**config.mk**
```make
export PLATFORM = sky130hd
export DESIGN_NAME = disp_decoder
export DESIGN_NICKNAME = d
export VERILOG_FILES = /design/src/rtl/disp_pkg.sv /design/src/rtl/disp_decoder_bcd_to_seg7.sv /design/src/rtl/disp_decoder.sv
export SDC_FILE = /design/constraint.sdc
export NUM_CORES = 1
export LEC_CHECK = 0
export BUFFER_PORTS_ARGS = -buffer_cell sky130_fd_sc_hd__buf_4
export CAP_MARGIN = 30
export CELL_PAD_IN_SITES_DETAIL_PLACEMENT = 0
export CELL_PAD_IN_SITES_GLOBAL_PLACEMENT = 1
export CORE_ASPECT_RATIO = 1.1
export CORE_UTILIZATION = 40
export CTS_CLUSTER_DIAMETER = 200
export DETAILED_ROUTE_END_ITERATION = 12
export GPL_ROUTABILITY_DRIVEN = 0
export PLACE_DENSITY_LB_ADDON = 0.08
export SKIP_LAST_GASP = 1
export SYNTH_ARGS = -nofsm -noshare
export SYNTH_HDL_FRONTEND = slang
export SYNTH_SLANG_ARGS = --single-unit
```
**constraint.sdc**
```tcl
create_clock -name clk -period 5.1 [get_ports clk]
set_clock_uncertainty 0.2 [all_clocks]
set_input_delay 0.51 -clock clk [delete_from_list [all_inputs] [get_ports clk]]
set_output_delay 0.51 -clock clk [all_outputs]
set_load 0.05 [all_outputs]
```
**src/rtl/disp_pkg.sv**
```systemverilog
// Shared types and constants for the BCD-to-7-segment latch/decoder/driver.
// Segment vectors are ordered abcdefg, MSB = a, with 1 meaning the segment is lit.
package disp_pkg;

  typedef logic [6:0] seg7;

  localparam seg7 SEG_ALL_ON  = 7'b1111111;
  localparam seg7 SEG_ALL_OFF = 7'b0000000;

  // Indexed by BCD code; 6 and 9 carry tails, codes 10..15 blank.
  localparam logic [15:0][6:0] BCD_SEG_TABLE = {
    7'b0000000,  // 15
    7'b0000000,  // 14
    7'b0000000,  // 13
    7'b0000000,  // 12
    7'b0000000,  // 11
    7'b0000000,  // 10
    7'b1111011,  // 9
    7'b1111111,  // 8
    7'b1110000,  // 7
    7'b1011111,  // 6
    7'b1011011,  // 5
    7'b0110011,  // 4
    7'b1111001,  // 3
    7'b1101101,  // 2
    7'b0110000,  // 1
    7'b1111110   // 0
  };

endpackage

```
**src/rtl/disp_decoder_bcd_to_seg7.sv**
```systemverilog
// Purely combinational BCD code to abcdefg segment decode; invalid codes blank.
module bcd_to_seg7
  import disp_pkg::*;
(
  input  logic [3:0] code,
  output seg7        seg
);

  assign seg = BCD_SEG_TABLE[code];

endmodule

```
**src/rtl/disp_decoder.sv**
```systemverilog
// 4511-style latch/decoder/driver: transparent BCD latch, lamp-test/blank
// overrides, registered segment output with optional common-anode polarity.
module disp_decoder
  import disp_pkg::*;
#(
  parameter bit SEG_ACTIVE_LOW = 1'b0
) (
  input  logic       clk,
  input  logic       rst,
  input  logic       LE,
  input  logic       BL,
  input  logic       LT,
  input  logic [3:0] D,
  output logic [6:0] L
);

  logic [3:0] code_p0;
  logic [3:0] eff_code;
  seg7        dec_seg;
  seg7        seg_p1;

  // Lamp test wins over blanking, which wins over the decoded digit.
  function automatic seg7 resolve_overrides(input logic lt_n, input logic bl_n,
                                            input seg7 dec);
    seg7 res;
    res = dec;
    if (!lt_n)
      res = SEG_ALL_ON;
    else if (!bl_n)
      res = SEG_ALL_OFF;
    return res;
  endfunction

  function automatic seg7 apply_polarity(input seg7 seg);
    return SEG_ACTIVE_LOW ? ~seg : seg;
  endfunction

  // Stage p0: code latch, transparent while LE is low.
  always_ff @(posedge clk) begin
    if (rst)
      code_p0 <= 4'd0;
    else if (!LE)
      code_p0 <= D;
  end

  assign eff_code = LE ? code_p0 : D;

  bcd_to_seg7 u_dec (
    .code (eff_code),
    .seg  (dec_seg)
  );

  // Stage p1: registered segment drive after override priority.
  always_ff @(posedge clk) begin
    if (rst)
      seg_p1 <= SEG_ALL_OFF;
    else
      seg_p1 <= resolve_overrides(LT, BL, dec_seg);
  end

  assign L = apply_polarity(seg_p1);

endmodule

```
== Yosys cells after proc, flatten, opt, wreduce, memory -nomap -nowiden ==
Memories as Yosys holds them, arrays and structs flattened.
Cells that the tools add are included.

* Muxes and demuxes: 4
* $lt $le $gt $ge: 1

{| class="wikitable"
|+ Operators by type and width
! operator !! number
|-
| $mux 7 || 3
|-
| $lt 4x5->1 const B || 1
|-
| $mux 4 || 1
|}

* Output and inout port bits: 7
* ROM bits: 112
* Input port bits: 9
* Word-level logic and storage cells: 8
* Bits in registers: 11
* Memories: 1

{| class="wikitable"
|+ Memory list
! name !! words !! width !! rd ports !! clocked after Yosys merged registers in !! wr ports !! line !! source
|-
| (name not given) || 16 || 7 || 1 || 0 || 0 || disp_decoder_bcd_to_seg7.sv:9 || <nowiki>assign seg = BCD_SEG_TABLE[code];</nowiki>
|}

== Logic depth before layout (Yosys ltp) ==
Gate-level depths: netlist of the first run.

* Depth in word-level cells: 5
* Mapped depth: 9
* Gate-level depth less buffers: 7

== Modules after synthesis ==
From an unflattened synthesis of the first run, not the netlist that was laid out.

* Cells, all modules: 60
* Area total of the unflattened synthesis: 588.1 um2

{| class="wikitable"
|+ Modules (own cells, without submodules)
! module !! cells each !! instances !! area an instance (um2) !! sequential area each (um2)
|-
| disp_decoder || 34 || 1 || 386.6 || 220.2
|-
| bcd_to_seg7 || 26 || 1 || 201.4 || 0.0
|}

== Worst setup path after synthesis of the first run ==
OpenSTA, ideal clock, no wires.

* Kind: input to register
* From: input LE
* To: register seg_p1[3] (netlist: L[3])
* Setup slack: 2974 ps
* Path buffers: 2
* Stages on the path: 9
* Setup time: 81 ps
* Arrival: 1846 ps
* Data required time: 4819 ps
* Path through: buf_6 -> buf_6 -> mux2i_1 -> inv_1 -> ha_1 -> nand2b_1 -> a22o_1 -> o21ai_1 -> a41oi_1

* Longest elaborated chain between the ends: 5

{| class="wikitable"
|+ RTL lines
! what !! line !! source
|-
| start: declaration || disp_decoder.sv:10 || <nowiki>input logic LE,</nowiki>
|-
| $mux 4 || - ||
|-
| named net eff_code[0] || disp_decoder.sv:18 || <nowiki>logic [3:0] eff_code;</nowiki>
|-
| $mem_v2 16x7 || - ||
|-
| $mux 7 (not written as such) || disp_decoder_bcd_to_seg7.sv:9 ||
|-
| $mux 7 || disp_decoder.sv:29 || <nowiki>else if (!bl_n)</nowiki>
|-
| $mux 7 || disp_decoder.sv:27 || <nowiki>if (!lt_n)</nowiki>
|-
| end signal: assignment || disp_decoder.sv:58 || <nowiki>seg_p1 <= resolve_overrides(LT, BL, dec_seg);</nowiki>
|-
| end: declaration || disp_decoder.sv:20 || <nowiki>seg7 seg_p1;</nowiki>
|}

The timed path passes the listed nets, and every way through them passes these cells. The select of a mux whose other input is x is not followed.
A chain may end at the register's enable or synchronous reset.

== Worst setup path after layout of the first run ==
* From: input LE
* To: register seg_p1[0] (netlist: L[0])

The elaborated chain is that of the path after synthesis.

==> results of run 1 <==
Yosys cell counts:
library cell                number  area [um2]
sky130_fd_sc_hd__o221ai_1        1        8.76
sky130_fd_sc_hd__nor4b_1         1        8.76
sky130_fd_sc_hd__a22oi_1         1        7.51
sky130_fd_sc_hd__nand2_1         6        22.5
sky130_fd_sc_hd__nand3b_1        1        7.51
sky130_fd_sc_hd__xnor2_1         1        8.76
sky130_fd_sc_hd__dfxtp_1        11         220
sky130_fd_sc_hd__ha_1            5        62.6
sky130_fd_sc_hd__inv_2           1        3.75
sky130_fd_sc_hd__nor2b_1         2        12.5
sky130_fd_sc_hd__o21ai_1         4        20.0
sky130_fd_sc_hd__a21o_1          1        7.51
sky130_fd_sc_hd__a31oi_1         2        12.5
sky130_fd_sc_hd__buf_2           1        5.00
sky130_fd_sc_hd__mux2i_2         1        13.8
sky130_fd_sc_hd__nand2b_1        4        25.0
sky130_fd_sc_hd__o2111ai_1       1        8.76
sky130_fd_sc_hd__buf_1           1        3.75
sky130_fd_sc_hd__a22o_1          1        8.76
sky130_fd_sc_hd__or4b_4          1        13.8
sky130_fd_sc_hd__o21ai_2         1        8.76
sky130_fd_sc_hd__buf_6           2        22.5
sky130_fd_sc_hd__a21oi_1         4        20.0
sky130_fd_sc_hd__nor3_1          1        5.00
sky130_fd_sc_hd__mux2_2          2        22.5
sky130_fd_sc_hd__o21ai_0         2        10.0
sky130_fd_sc_hd__mux2i_4         1        22.5
sky130_fd_sc_hd__clkbuf_1        1        3.75
sky130_fd_sc_hd__nor2_1          8        30.0
sky130_fd_sc_hd__o211ai_1        1        7.51
sky130_fd_sc_hd__xor2_1          1        8.76
sky130_fd_sc_hd__mux2i_1         2        20.0
sky130_fd_sc_hd__inv_1           2        7.51
sky130_fd_sc_hd__a41oi_1         2        17.5
worst paths after layout:
check / to / slack, ns
worst max-delay path: L[0]$_SDFF_PP0_ / 3.09
worst min-delay path: code_p0[2]$_SDFF_PP0_ / 0.26
worst max register to register: L[0]$_SDFF_PP0_ / 3.31
worst min register to register: code_p0[0]$_SDFF_PP0_ / 0.44
where the power goes:
| group | switching (mW) | total (mW) | leakage [nW] | internal [mW] |
|---|---|---|---|---|
| Sequential | 0.00381 | 0.0964 | 0.0916 | 0.0926 |
| Combinational | 0.0436 | 0.0704 | 0.253 | 0.0268 |
| Clock | 0.0294 | 0.0597 | 0.0150 | 0.0303 |
through the flow:
step	hold slack [ns]	utilization [%]
floorplan	0.363	-
global placement	0.424	49.3
detailed placement	0.428	49.3
CTS	0.245	51.0
global route	0.249	51.0
finish	0.260	51.0
worst reg2reg max path, cell delays in order (launching register included):
cell,delay [ns]
sky130_fd_sc_hd__dfxtp_1,0.31
sky130_fd_sc_hd__mux2i_1,0.35
sky130_fd_sc_hd__inv_1,0.12
sky130_fd_sc_hd__ha_1,0.26
sky130_fd_sc_hd__nor4b_1,0.24
sky130_fd_sc_hd__a31oi_1,0.09
sky130_fd_sc_hd__a31oi_1,0.16
per-layer routing:
layer | part of all wire [%] | vias to the layer above | GRT usage, % | wire (um)
li1 | - | 301 | - | -
met1 | 46 | 266 | 20.2 | 673
met2 | 51 | 8 | 31.3 | 743
met3 | 2.9 | 0 | 7.54 | 43
met4 | 0 | 0 | 7.74 | 0
met5 | 0 | - | 0 | 0
registers in the layout, summed over array words and instances (netlist names):
signal	cells
code_p0	4
L	7
area by class of cell:
cell class | count | area, um2 | share of cell area [%]
Tap cell | 17 | 21.3 | 2.62
Clock buffer | 4 | 26.3 | 3.23
Inverter | 3 | 11.3 | 1.38
Sequential cell | 11 | 220 | 27.1
Timing Repair Buffer | 15 | 113 | 13.8
Multi-Input combinational cell | 58 | 422 | 51.8
cells by family (layout without fill, tap and decap cells):
kind of cell	Yosys count	after routing	share of synthesized area [%]
AO/OA/AOI/OAI	21	21	20.0
XOR/XNOR	2	2	2.55
multiplexers	6	6	11.5
flip-flops	11	11	32.0
buffers and inverters	8	22	6.73
AND/OR/NAND/NOR	24	24	18.2
adder cells (fa/ha/maj)	5	5	9.09
==> reports/summary.md, run 1 <==
The proportion of synthesized chip area in sequential cells came out at 32.0%. In this run, synthesis produced a sequential element count of 11. The synthesized netlist occupies a cell area of 688 um2. In this run the horizontal extent of the chip is 41.5 um.

The run gives 787 um2 as the area after detailed placement. Compared with the post-synthesis result, the final layout area differs by 18.2%. Global routing used 18.3% of the available tracks across all layers. Across all setup checks in the final design, the least slack found is 3.09 ns. The worst-case IR drop observed on VDD is 151 uV. At the later pin of the worst-skew pair, clock insertion delay measures 0.27 ns.

Setup repair after global routing left no endpoint under its margin. The tools report the overall overflow remaining after global route as 0. After detailed placement, the design holds a cell count of 104. Buffer cell driving the clock tree root: sky130_fd_sc_hd__clkbuf_4. The library cell used most frequently in the layout, excluding fill and tap cells, is sky130_fd_sc_hd__buf_4. The tools report the source of the critical timing path as LE.

The critical path data required time was 5.10 ns. The number of distinct library cells after synthesis came out at 34. The first TritonRoute pass finished after 3 iterations.

The worst path uses 39.4% of the clock period. The average instance in the mapped netlist occupies 8.94 um2. The number of filler instances in the final layout was 153; the worst path buffer plus inverter count was 2. The iteration-0 DRC count of the detailed router was 4.

The floorplan step defined a core boundary enclosing 0.00160 mm2. The effective utilization at floorplan is 43.1%. Clock-pin slew was measured on the worst setup and hold paths at 0.07 ns. The tools report the category of the worst setup path launch point as an input port. The run finished with clean final reports.

The number of pins exceeding their max-slew limit in the final report was 0; the cell count of the worst hold path was 2. Setup violations remaining at the end of the flow were counted as 0. Summing all non-filler instances in the final layout gives an area of 813 um2. Counting every instance in the synthesized netlist gives 77. After the last flow step, the layout net total stands at 106. The worst reg2reg path depth was 6; the H-tree depth reported by CTS was 1. The largest single stage delay on the critical path is 0.42 ns.

The cell family contributing the most delay on the critical path is multiplexers. The proportion of layout cells with a drive suffix above 1 works out to 27.5%. Row generation in the floorplan step produced 15 rows. The launch instance of the worst register-to-register path is code_p0[0]$_SDFF_PP0_. The tool flagged a number of max-cap violations equal to 0. The final critical path time including I/O delays and setup is 2.01 ns. The tools report the startpoint of the most critical hold path as rst. In this run the tightest slew margin relative to its limit is 72.1%. For this design the static power due to leakage is 0.359 nW. The logs give 0 for the antenna violation net count after detailed routing and 0 for the total inserted antenna cells. The first global-routing pass estimated 2460 um of wire. The signal on the critical path passes through buf_4 > mux2i_1 > inv_1 > ha_1 > nor4b_1 > a31oi_1 > a31oi_1. The tools report the worst-case setup slack after placement as 2.80 ns. The count of clock tree sinks is 11. The logs give 0 for the number of hold-slack violations in the final timing report and 1460 um for the final wirelength.

The number of cells on the critical path was 7. The via count of the first global-routing pass was 535; the timing-limited maximum frequency was 498 MHz. The number of nets in the synthesized netlist is 91.

The kind of critical path is input port to flop. The top cell types in the final layout, fill and taps aside, are sky130_fd_sc_hd__buf_4, sky130_fd_sc_hd__dfxtp_1, sky130_fd_sc_hd__nor2_1. The slowest stage of the critical path belongs to the cell sky130_fd_sc_hd__mux2i_1.

TritonCTS built the clock tree. The logs give 0 for the count of synthesis-stage warnings from yosys and 0.227 mW for the total power of the final layout. The number of buffers on the longest clock path is 2, and the transition at the pin with the smallest max-transition slack is 0.407 ns. The number of hold buffers added after CTS was 0.

For the final non-filler cell total, the log shows 108. The min-delay analysis places its worst path in the category input port to flop. After detailed routing, the number of vias per cell comes to 5.32. At the worst endpoint, the arrival time is 2.01 ns. The number of buffers inserted by post-CTS setup repair came out at 0. The worst setup path is captured at a flop. The tools report the number of DRC violations after detailed routing as 0. Counting stages on the worst path, the most repeated cell is sky130_fd_sc_hd__a31oi_1.

The number of I/O pins came out at 16. After detailed routing, the average wire length per cell comes to 13.5 um. Power spread over the standard cell area amounts to 279 mW/mm2.

The number of port buffers was 15; the number of buffers created by CTS was 3. After clock tree synthesis, the repair step resized 0 gates. The total die area is 0.00189 mm2, and the biggest fanout along the worst timing path is 15. The final setup TNS is 0 ns. The number of antenna violations at the first check in global routing came out at 0. In this run the vertical extent of the chip is 45.5 um. For the HPWL reported at the end of detailed placement, the log shows 1120 um. Entering global routing, the biggest net connects 16 pins.

For this block, the via count after detailed routing is 575.
Power figures use the tool's default switching activity.
==> run 2, diff against run 1 <==
Settings changed: CORE_UTILIZATION 40 to 38.
Clock period 5.1 ns to 1.9 ns, I/O delays scaled along.
==> reports/summary.md, run 2 (same netlist as run 1, synthesis figures left out) <==
The number of buffers on the longest clock path came out at 2 (unchanged). The run gives 16 (unchanged) as the number of I/O pins. The timing-limited maximum frequency is 591 MHz, and the relative slew slack is 81.8% (+9.8 points).

The buffer cell driving the clock tree root is sky130_fd_sc_hd__clkbuf_4. The run gives 0.00199 mm2 (+5.0%) as the total die area. The logs give 0.27 ns (about the same) for the clock latency of the later-clocked register in the worst-skew pair and 2370 um (-3.4%) for the first-pass GRT wire length.

The number of port buffers was 15 (unchanged); the site row count was 15 (unchanged). The tools report the count of clock tree sinks as 11 (unchanged). The nature of the critical path endpoint is a flop. After layout, the minimum clock period comes to 1.69 ns. The logs give 0 (unchanged) for the antenna violation net count after detailed routing and 1170 um (+3.9%) for the HPWL reported at the end of detailed placement. The transition at the pin with the smallest max-transition slack is 0.265 ns (-0.142 ns). The number of DRC violations after detailed routing was 0 (unchanged). The clock transition time at the flip-flop clock pins of the worst setup and hold paths was 0.07 ns (about the same); the period utilization was 89.1%. For the number of buffers inserted by post-CTS setup repair, the log shows 0 (unchanged). The width of the die was 42.6 um (+2.5%); the critical path data required time was 1.90 ns (-3.20 ns). The run finished with clean final reports. The total power per unit cell area works out to 727 mW/mm2 (+160%). TritonCTS built the clock tree. The worst ir drop on vdd is 393 uV (+160%), and the height of the chip is 46.6 um (+2.5%).

The overall overflow remaining after global route is 0 (unchanged). The critical path is of the flop to flop type. The flip-flop count of the largest register, all copies and words added was 7 (unchanged); the iteration-0 DRC count of the detailed router was 15 (+11). The setup violation total in the final timing report is 0 (unchanged). The library cell used most frequently in the layout, excluding fill and tap cells, is sky130_fd_sc_hd__buf_4.

The worst hold-check slack is 0.0440 ns (-0.216 ns). The tools report the leakage power of the design as 0.377 nW (+4.9%). The post-layout net count is 110 (+3.8%). The H-tree depth reported by CTS is 1 (unchanged), and the effective utilization at floorplan is 42.1% (-0.99 points). The category of the worst setup path launch point is a flop.

The logs give 567 (+6.0%) for the via count of the first global-routing pass and 0.207 ns (-2.88 ns) for the final worst slack. The number of hold-slack violations in the final timing report is 0 (unchanged), and the total inserted antenna cells is 0 (unchanged). The proportion of layout cells with a drive suffix above 1 was 28.4% (+0.95 points). The tools report the number of max-capacitance violations reported as 0 (unchanged).

Detailed-route vias per instance: 5.38 (+1.1%). The mean routed wirelength per cell was 13.0 um (-4.0%). The path type of the worst min-delay path is input port to flop. The total number of vias is 603 (+4.9%), and the final wirelength is 1450 um (-0.48%). The worst-case setup slack after placement came out at 0.196 ns (-2.60 ns).

Compared with the post-synthesis result, the final layout area differs by 23.3%. The combined global-route utilization of all metal layers is 16.6% (-1.7 points), and the final setup TNS is 0 ns (unchanged). The number of buffers created by CTS came out at 3 (unchanged).

For the core area, the log shows 0.00163 mm2 (+2.4%). The biggest fanout along the worst timing path is 6 (-9), and the utilization of the core after routing is 52.0% (+0.97 points). The library cells used most frequently in the layout, excluding fill and tap cells, are sky130_fd_sc_hd__buf_4, sky130_fd_sc_hd__dfxtp_1, sky130_fd_sc_hd__nor2_1.

The run gives 14 (-2) as the maximum number of pins on one net before global-route repair. Number of antenna violations at the first check in global routing: 0 (unchanged). The critical path arrival is 1.70 ns (-0.31 ns). The first-pass iteration count of the detailed router was 4 (+1).

The number of pins exceeding their max-slew limit in the final report came out at 0 (unchanged). Setup repair after global routing left no endpoint under its margin.
-- run 2: cell types whose count changed in the layout (fill, tap and decap cells not counted), sizes merged --
| cell | delta |
|---|---|
| buf | +2 |
| dlygate4sd3 | +2 |
-- run 2: repair_timing --
action | in CTS | in global routing
gates resized for setup | 0 | 0
hold buffers | 2 | 0
hold endpoints to repair | 9 | 0
-- run 2: per-stage QoR --
step,total power [mW],instance area [um2],std cells
floorplan,0.401,688,77
global placement,0.457,802,106
detailed placement,0.457,802,106
CTS,0.622,848,112
global route,0.654,848,112
finish,0.616,848,112
-- run 2: path summary, 6_finish.rpt --
kind	start	to	slack (ns)	cells after the start
worst max-delay path	code_p0[1]$_SDFF_PP0_	L[0]$_SDFF_PP0_	0.21	6
worst min-delay path	D[1]	code_p0[1]$_SDFF_PP0_	0.04	3
worst max register to register	code_p0[1]$_SDFF_PP0_	L[0]$_SDFF_PP0_	0.21	6
worst min register to register	code_p0[2]$_SDFF_PP0_	L[0]$_SDFF_PP0_	0.46	2
-- run 2: final cells by class --
type	instances	area, um2
Sequential cell	11	220
Multi-Input combinational cell	58	422
Fill cell	169	785
Clock buffer	4	26.3
Timing Repair Buffer	19	148
Tap cell	17	21.3
Inverter	3	11.3
-- run 2: per-layer routing --
metal | track usage, % | share of wire [%]
met5 | 0 | 0
met1 | 20.6 | 45
met4 | 7.50 | 1.2
met3 | 3.53 | 4.1
met2 | 27.7 | 49
-- run 2: power breakdown --
| group | internal [mW] | switching [mW] |
|---|---|---|
| sequential | 0.249 | 0.0102 |
| clock | 0.0813 | 0.0810 |
| combinational | 0.0779 | 0.117 |
-- run 2: worst max-delay path: stages (launching register included) --
cell                      delay (ns)
sky130_fd_sc_hd__dfxtp_1        0.36
sky130_fd_sc_hd__mux2i_4        0.25
sky130_fd_sc_hd__inv_2          0.10
sky130_fd_sc_hd__ha_1           0.23
sky130_fd_sc_hd__nor4b_1        0.26
sky130_fd_sc_hd__a31oi_1        0.08
sky130_fd_sc_hd__a31oi_1        0.16
==> run 3, diff against run 2 <==
Settings changed: CTS_BUF_LIST set to sky130_fd_sc_hd__clkbuf_4 sky130_fd_sc_hd__clkbuf_8 sky130_fd_sc_hd__clkbuf_16.
==> reports/summary.md, run 3 (same netlist as run 1, synthesis figures left out) <==
The flow ran to the end, and the final reports show no timing, DRC or antenna violations. The detailed-route vias per instance came out at 5.37 (-0.33%). The logs give 393 uV (about the same) for the worst ir drop on vdd and 4 (unchanged) for the first-pass iteration count of the detailed router. The total number of vias was 601 (-0.33%); the total power of the final layout was 0.632 mW (+2.5%). The via count of the first global-routing pass was 563 (-0.71%); the relative slew slack was 82.1% (+0.29 points). For the area after detailed placement, the log shows 802 um2 (unchanged). STA classifies the critical path startpoint as a flop. The logs give 0.00163 mm2 (unchanged) for the core area and 2370 um (-0.29%) for the first-pass GRT wire length. The logs give 1480 um (+1.9%) for the final wirelength and 0 (unchanged) for the number of hold-slack violations in the final timing report. The startpoint of the most critical hold path was D[1].

Source of the critical timing path: code_p0[1]$_SDFF_PP0_. H-tree depth reported by CTS: 1 (unchanged). Leaving out fill and tap cells, the most frequent cell in the layout is sky130_fd_sc_hd__buf_4. The height of the chip is 46.6 um (unchanged), and the combined global-route utilization of all metal layers is 16.6% (unchanged). The path type of the worst min-delay path was input port to flop. The critical path is of the flop to flop type. Period utilization: 89.2% (about the same). The number of buffers inserted by post-CTS setup repair was 0 (unchanged).

The post-layout net count is 110 (unchanged), and the number of buffers created by CTS is 3 (unchanged). TritonCTS built the clock tree. For the overall overflow remaining after global route, the log shows 0 (unchanged). STA classifies the critical path endpoint as a flop. The area of all placed cells without fillers was 852 um2 (+0.44%).

The proportion of layout cells with a drive suffix above 1 is 29.5% (+1.1 points). The maximum number of pins on one net before global-route repair is 14 (unchanged). The number of pins exceeding their max-slew limit in the final report was 0 (unchanged); the flip-flop count of the largest register, all copies and words added was 7 (unchanged). Total die area: 0.00199 mm2 (unchanged).

The final critical path time including I/O delays and setup is 1.69 ns (+0.000747 ns), and the width of the die is 42.6 um (unchanged). The number of port buffers is 15 (unchanged), and the critical path arrival is 1.70 ns (about the same). The tools report the effective utilization at floorplan as 42.1% (unchanged). The leakage power of the design was 0.380 nW (+0.91%); the number of antenna violations at the first check in global routing was 0 (unchanged). The run gives 16 (unchanged) as the number of I/O pins. The run gives 1.90 ns (about the same) as the critical path data required time. Leaving out fill and tap cells, the most frequent cells in the layout are sky130_fd_sc_hd__buf_4, sky130_fd_sc_hd__dfxtp_1, sky130_fd_sc_hd__nor2_1. The number of buffers on the longest clock path was 2 (unchanged); the timing-limited maximum frequency was 590 MHz (about the same).

Antenna violation net count after detailed routing: 0 (unchanged). The buffer cell driving the clock tree root was sky130_fd_sc_hd__clkbuf_4. Relative to the synthesized area, the layout overhead comes to 23.8%.

Clock transition time at the flip-flop clock pins of the worst setup and hold paths: 0.07 ns (about the same). The setup violation total in the final timing report is 0 (unchanged), and the count of clock tree sinks is 11 (unchanged). Setup repair after global routing left no endpoint under its margin.

Total inserted antenna cells: 0 (unchanged). The transition at the pin with the smallest max-transition slack is 0.261 ns (-0.00427 ns), and the number of max-capacitance violations reported is 0 (unchanged). The biggest fanout along the worst timing path was 6 (unchanged); the mean routed wirelength per cell was 13.2 um (+1.9%). The clock latency of the later-clocked register in the worst-skew pair was 0.27 ns (about the same); the number of DRC violations after detailed routing was 0 (unchanged). The startpoint identified for the worst register-to-register timing path is code_p0[1]$_SDFF_PP0_. The HPWL reported at the end of detailed placement came out at 1170 um (unchanged). Total power per unit cell area: 742 mW/mm2 (+2.1%). The final setup TNS was 0 ns (unchanged); the iteration-0 DRC count of the detailed router was 17 (+2). The site row count was 15 (unchanged).
-- run 3: cell counts in the layout (fill, tap and decap cells not counted) --
Identical to the previous run, type by type.
-- run 3: what timing repair did --
item                                   CTS  global route
endpoints found under the hold margin   10             0
hold buffers                             2             0
resized for setup                        0             0
-- run 3: layer usage --
metal	share of wire [%]	up-vias	global-route usage (%)
li1	-	312	-
met1	47	273	20.6
met2	48	12	27.7
met3	4.5	4	3.53
met4	1.1	0	7.50
met5	0	-	0
-- run 3: power breakdown --
group          total [mW]  switching, mW  internal (mW)
combinational       0.196          0.118         0.0780
clock               0.177         0.0816         0.0956
sequential          0.259         0.0103          0.249
-- run 3: final cells by class --
cell class / count / area (um2)
fill: 172 / 781
multi-input combinational: 58 / 422
sequential: 11 / 220
timing repair buffer: 19 / 148
clock buffer: 4 / 30.0
tap: 17 / 21.3
inverter: 3 / 11.3
-- run 3: final timing paths --
check,endpoint,depth (start not counted),slack (ns)
max,L[0]$_SDFF_PP0_,6,0.21
min reg2reg,L[0]$_SDFF_PP0_,2,0.46
min,code_p0[1]$_SDFF_PP0_,3,0.04
max reg2reg,L[0]$_SDFF_PP0_,6,0.21
-- run 3: stage by stage --
step                hold WS, ns  worst slack [ns]  std cells  utilization [%]
finish                   0.0450             0.206        112             52.2
detailed placement        0.212             0.196        106             49.1
CTS                      0.0396             0.206        112             52.2
floorplan                0.0624            0.0937         77                -
global placement          0.213             0.207        106             49.1
global route             0.0557            0.0796        112             52.2
-- run 3: worst max-delay path, stage by stage (launching register included) --
cell and delay (ns):
sky130_fd_sc_hd__dfxtp_1 0.36, sky130_fd_sc_hd__mux2i_4 0.25, sky130_fd_sc_hd__inv_2 0.10, sky130_fd_sc_hd__ha_1 0.23, sky130_fd_sc_hd__nor4b_1 0.26, sky130_fd_sc_hd__a31oi_1 0.08, sky130_fd_sc_hd__a31oi_1 0.16
